[config.mk]
export PLATFORM = sky130hd
export DESIGN_NAME = fetch_queue_unit
export DESIGN_NICKNAME = d
export VERILOG_FILES = /design/src/rtl/fetch_queue_unit.sv
export SDC_FILE = /design/constraint.sdc
export NUM_CORES = 1
export LEC_CHECK = 0
export CAP_MARGIN = 30
export CELL_PAD_IN_SITES_DETAIL_PLACEMENT = 1
export CELL_PAD_IN_SITES_GLOBAL_PLACEMENT = 2
export CORE_MARGIN = 3
export CORE_UTILIZATION = 40
export CTS_BUF_LIST = sky130_fd_sc_hd__clkbuf_16
export DETAILED_ROUTE_END_ITERATION = 12
export MAX_ROUTING_LAYER = met4
export PLACE_DENSITY = 0.91
export SLEW_MARGIN = 25
export SYNTH_ARGS = -nofsm -noshare
export SYNTH_HDL_FRONTEND = slang
export SYNTH_SLANG_ARGS = --single-unit
[constraint.sdc]
create_clock -name clk -period 3.85 [get_ports clk]
set_input_delay 0.77 -clock clk [delete_from_list [all_inputs] [get_ports clk]]
set_output_delay 0.77 -clock clk [all_outputs]
set_load 0.05 [all_outputs]
[src/rtl/fetch_queue_unit.sv]
// ----------------------------------------------------------------------------
// fetch_queue_unit
//
// Instruction-fetch front end: PC sequencer, in-order imem request/response
// interface and a DEPTH-entry instruction queue feeding the IF/ID register.
//
// Handshake rule used on every channel of this block: a transfer happens on
// the rising edge where valid && ready are both high. A valid, once raised,
// does not depend on ready. The only exception is imem_req_valid, which drops
// combinationally in a redirect cycle.
//
// Ports
//   clk, reset           clock, synchronous active-high reset
//   imem_req_valid/addr  fetch request (word-aligned address)
//   imem_req_ready       memory accepts the request this cycle
//   imem_rsp_valid/data  in-order instruction response
//   redirect_valid/pc    taken branch/jump from MA; flushes the front end
//   instr_valid/instr    queue head (NOP when empty)
//   instr_pc             PC of queue head (0 when empty)
//   decode_ready         ID accepts the head
//   queue_count          queue occupancy, for monitoring
// ----------------------------------------------------------------------------
module fetch_queue_unit #(
  parameter int          XLEN            = 32,
  parameter int          DEPTH           = 4,
  parameter int          MAX_OUTSTANDING = 2,
  parameter logic [31:0] RESET_PC        = 32'h0000_0000
) (
  input  logic                         clk,
  input  logic                         reset,
  output logic                         imem_req_valid,
  output logic [XLEN-1:0]              imem_req_addr,
  input  logic                         imem_req_ready,
  input  logic                         imem_rsp_valid,
  input  logic [XLEN-1:0]              imem_rsp_data,
  input  logic                         redirect_valid,
  input  logic [XLEN-1:0]              redirect_pc,
  output logic                         instr_valid,
  output logic [XLEN-1:0]              instr,
  output logic [XLEN-1:0]              instr_pc,
  input  logic                         decode_ready,
  output logic [$clog2(DEPTH+1)-1:0]   queue_count
);

  localparam int CW = $clog2(DEPTH + 1);
  localparam int PW = $clog2(DEPTH);
  localparam int OW = $clog2(MAX_OUTSTANDING + 1);
  localparam int SW = CW + OW + 1;
  localparam logic [XLEN-1:0] NOP = XLEN'(32'h0000_0013);

  // Sequencer and bookkeeping state
  logic [XLEN-1:0] r_fetch_pc;
  logic [XLEN-1:0] r_rsp_pc;
  logic [PW-1:0]   r_rd_ptr;
  logic [PW-1:0]   r_wr_ptr;
  logic [CW-1:0]   r_count;
  logic [OW-1:0]   r_outstanding;
  logic [OW-1:0]   r_drop_cnt;

  // Queue storage (no reset needed: guarded by r_count)
  logic [XLEN-1:0] r_q_instr [DEPTH];
  logic [XLEN-1:0] r_q_pc    [DEPTH];

  logic            w_req_fire;
  logic            w_enq;
  logic            w_deq;
  logic [OW-1:0]   w_live;
  logic [SW-1:0]   w_credit;
  logic [XLEN-1:0] w_redirect_aligned;

  // Requests that will still produce a queue entry: responses being dropped
  // do not consume queue space, so they are excluded from the credit.
  assign w_live   = r_outstanding - r_drop_cnt;
  assign w_credit = SW'(r_count) + SW'(w_live);

  assign imem_req_valid = !redirect_valid
                          && (w_credit < SW'(DEPTH))
                          && (r_outstanding < OW'(MAX_OUTSTANDING));
  assign imem_req_addr  = r_fetch_pc;
  assign w_req_fire     = imem_req_valid && imem_req_ready;

  assign w_redirect_aligned = redirect_pc & ~XLEN'(3);

  // A response is kept only when nothing is pending to be dropped and no
  // redirect is flushing the queue in the same cycle.
  assign w_enq = imem_rsp_valid && (r_drop_cnt == '0) && !redirect_valid;

  assign instr_valid = (r_count != '0);
  assign w_deq       = instr_valid && decode_ready;
  assign instr       = instr_valid ? r_q_instr[r_rd_ptr] : NOP;
  assign instr_pc    = instr_valid ? r_q_pc[r_rd_ptr]    : '0;
  assign queue_count = r_count;

  always_ff @(posedge clk) begin
    if (reset) begin
      r_fetch_pc    <= XLEN'(RESET_PC);
      r_rsp_pc      <= XLEN'(RESET_PC);
      r_rd_ptr      <= '0;
      r_wr_ptr      <= '0;
      r_count       <= '0;
      r_outstanding <= '0;
      r_drop_cnt    <= '0;
    end else if (redirect_valid) begin
      // No request is issued this cycle, so only a response can change
      // the outstanding count. Everything still in flight afterwards is stale.
      r_fetch_pc    <= w_redirect_aligned;
      r_rsp_pc      <= w_redirect_aligned;
      r_rd_ptr      <= '0;
      r_wr_ptr      <= '0;
      r_count       <= '0;
      r_outstanding <= r_outstanding - OW'(imem_rsp_valid);
      r_drop_cnt    <= r_outstanding - OW'(imem_rsp_valid);
    end else begin
      if (w_req_fire) begin
        r_fetch_pc <= r_fetch_pc + XLEN'(4);
      end
      r_outstanding <= r_outstanding + OW'(w_req_fire) - OW'(imem_rsp_valid);
      if (imem_rsp_valid && (r_drop_cnt != '0)) begin
        r_drop_cnt <= r_drop_cnt - OW'(1);
      end
      if (w_enq) begin
        r_rsp_pc <= r_rsp_pc + XLEN'(4);
        r_wr_ptr <= r_wr_ptr + PW'(1);
      end
      if (w_deq) begin
        r_rd_ptr <= r_rd_ptr + PW'(1);
      end
      r_count <= r_count + CW'(w_enq) - CW'(w_deq);
    end
  end

  always_ff @(posedge clk) begin
    if (w_enq) begin
      r_q_instr[r_wr_ptr] <= imem_rsp_data;
      r_q_pc[r_wr_ptr]    <= r_rsp_pc;
    end
  end

endmodule
==> out/qor.yml <==
setup_viol: 0
grt_max_degree: 57
yosysSeqAreaShare_pct: 65.99
critPathLaunchType: "flip-flop"
final_util_pct: 50.61
outcome: "finished, final reports clean"
grt_overflow: 0
synth.avg_cell_area_um2: 15.13
cts_root_buf: "clkbuf_16"
drt-total-wl_um: 33810
via_per_inst: 5.415
clock_skew_ps: 19.25
row_count: 66
fin_crit_sh_pct: 89.84
rsz0062_at_grt: "false"
grt_pass1_vias: 8788
tns_ps: 0
synth_cells: 892
synth_edf_count: 248
syn-cell-area_um2: 13500
layout_commonest_cell: "edfxtp_1"
port_buffers: 164
drc: 0
synth_cell_types: 55
cts_buffer_depth: 3
drtIter0Drc: 543
routedWlPerCell_um: 22.14
synthTopCellsByArea: "edfxtp_1, dfxtp_1, mux4_2"
final-max-slew-violation-count: 0
grt_pass1_wl_um: 52330
cts_resized: 0
clk_pin_slew_ps: 60
clock-sinks: 321
ios: 171
final_cell_mix: "edfxtp_1, clkdlybuf4s50_1, dfxtp_1"
gp_congestion: 0.8198
die_w_um: 189.7
ys.flop_type: "edfxtp_1"
area_growth_pct: 23.23
whs_ps: 527.6
cts_setup_buffers: 0
hpwl_um: 22420
cts_buffers: 34
async_flop_share_pct: 0
ir_drop_mv: 0.2835
cts_hold_buf: 0
fin_nets: 1143
power_density_nw_per_um2: 485.2
critPathMaxFanout: 9
cap_violations: 0
worst_pin_slew_ps: 840.8
htreeDepth: 2
vias: 8269
arrival_ps: 2690
die_area_um2: 35990
grt_usage_pct: 19.19
clock_latency_ps: 520
required_ps: 3080
ys_warn_count: 0
fmax_mhz: 289.1
hold_class: "reg2reg"
hold_depth: 2
drt_first_pass_iters: 5
leakagePower_uw: 0.005566
hold_viol_final: 0
tritoncts: "yes"
r2r_cells: 11
drtAntennaViolNets: 0
crit_type: "reg2out"
max_slew_margin_pct: 43.95
placeableCoreArea_um2: 32870
start_util_pct: 41.07
drive_gt1_share_pct: 19.65
antenna_found_initial: 1
ys_ff_latch: 321
post-route-min-period_ps: 3459
die_y_um: 189.7
critPathCaptureType: "output pin"
synth_top_area_cell: "edfxtp_1"
synth_top_area_share_pct: 55.17
[worst paths after layout]
| path | startpoint | end | slack [ps] |
|---|---|---|---|
| worst max-delay path | queue_count[2]$_SDFF_PP0_ | instr_valid | 390 |
| worst min-delay path | r_wr_ptr[1]$_SDFFE_PP0P_ | r_wr_ptr[1]$_SDFFE_PP0P_ | 530 |
| worst max register to register | queue_count[2]$_SDFF_PP0_ | queue_count[2]$_SDFF_PP0_ | 840 |
| worst min register to register | r_wr_ptr[1]$_SDFFE_PP0P_ | r_wr_ptr[1]$_SDFFE_PP0P_ | 530 |
[flip-flops by register name, indices dropped and copies added, names as in the netlist, named ones only]
signal and cells:
r_q_instr 128, r_q_pc 120, imem_req_addr 30, r_rsp_pc 30, queue_count 3, r_drop_cnt 2, r_outstanding 2, r_rd_ptr 2
r_wr_ptr 2
[layer usage]
metal | global-route usage, % | vias up | share of wire, %
li1 | - | 3727 | -
met1 | 26.76 | 4258 | 46
met2 | 30.07 | 253 | 47
met3 | 3.372 | 31 | 5.1
met4 | 3.810 | 0 | 1.4
met5 | - | - | 0
[final cells by class]
cell class	count	area (um^2)
Tap cell	442	553.0
Clock buffer	35	875.8
Fill cell	3279	16230
Inverter	28	105.1
Multi-Input combinational cell	492	4255
Timing Repair Buffer	181	1714
Antenna cell	1	2.502
Clock inverter	27	215.2
Sequential cell	321	8914
[cells in the mapped netlist (all sizes together), types with 2 or more instances]
master / instances
edfxtp: 248
dfxtp: 73
and2: 72
mux4: 62
nand2: 37
xnor2: 36
clkbuf: 31
nand3: 29
a21oi: 28
inv: 28
nor2: 28
buf: 23
a21boi: 22
xor2: 19
nand4: 17
ha: 14
a31oi: 13
nor4: 13
nor3: 12
a211oi: 9
and4: 8
o22ai: 8
or3: 8
o21ai: 7
o211ai: 6
or2: 6
and3: 5
o21bai: 4
a21o: 2
mux2i: 2
nand2b: 2
nand3b: 2
o21a: 2
o31a: 2
or4: 2
or4b: 2
[power breakdown]
part | internal, uW | switching [uW] | total [uW] | leakage, uW
clock | 1860 | 1320 | 3180 | 0.000558
sequential | 3840 | 115 | 3960 | 0.00288
combinational | 356 | 582 | 938 | 0.00213
[logic make-up (layout without fill, tap and decap cells)]
| logic type | Yosys count | after routing | synth area share, % |
|---|---|---|---|
| xor+xnor | 55 | 55 | 3.568 |
| simple gates | 247 | 247 | 10.70 |
| buf+inv | 82 | 271 | 2.604 |
| flops | 321 | 321 | 65.99 |
| fa+ha+maj | 15 | 15 | 1.446 |
| other cells | 1 | 5 | 0.02778 |
| mux | 64 | 64 | 10.49 |
| compound gates | 107 | 107 | 5.172 |
[stage by stage]
step                      power [uW]  setup WS [ps]  instances  cell area, um^2
final                           8072          391.1       1527            16630
after global routing            8362          220.6       1527            16630
after CTS                       8166          364.3       1526            16630
after detailed placement        4976          734.4       1464            15540
after global placement          4941          787.4       1464            15540
after floorplan                 4589          739.0        895            13510
[critical path: stages, from the launching register on]
cell,delay [ps]
dfxtp_1,390
nor3_1,630
inv_1,300
clkdlybuf4s50_1,850
Note: power is estimated with default switching activity, not from simulation.
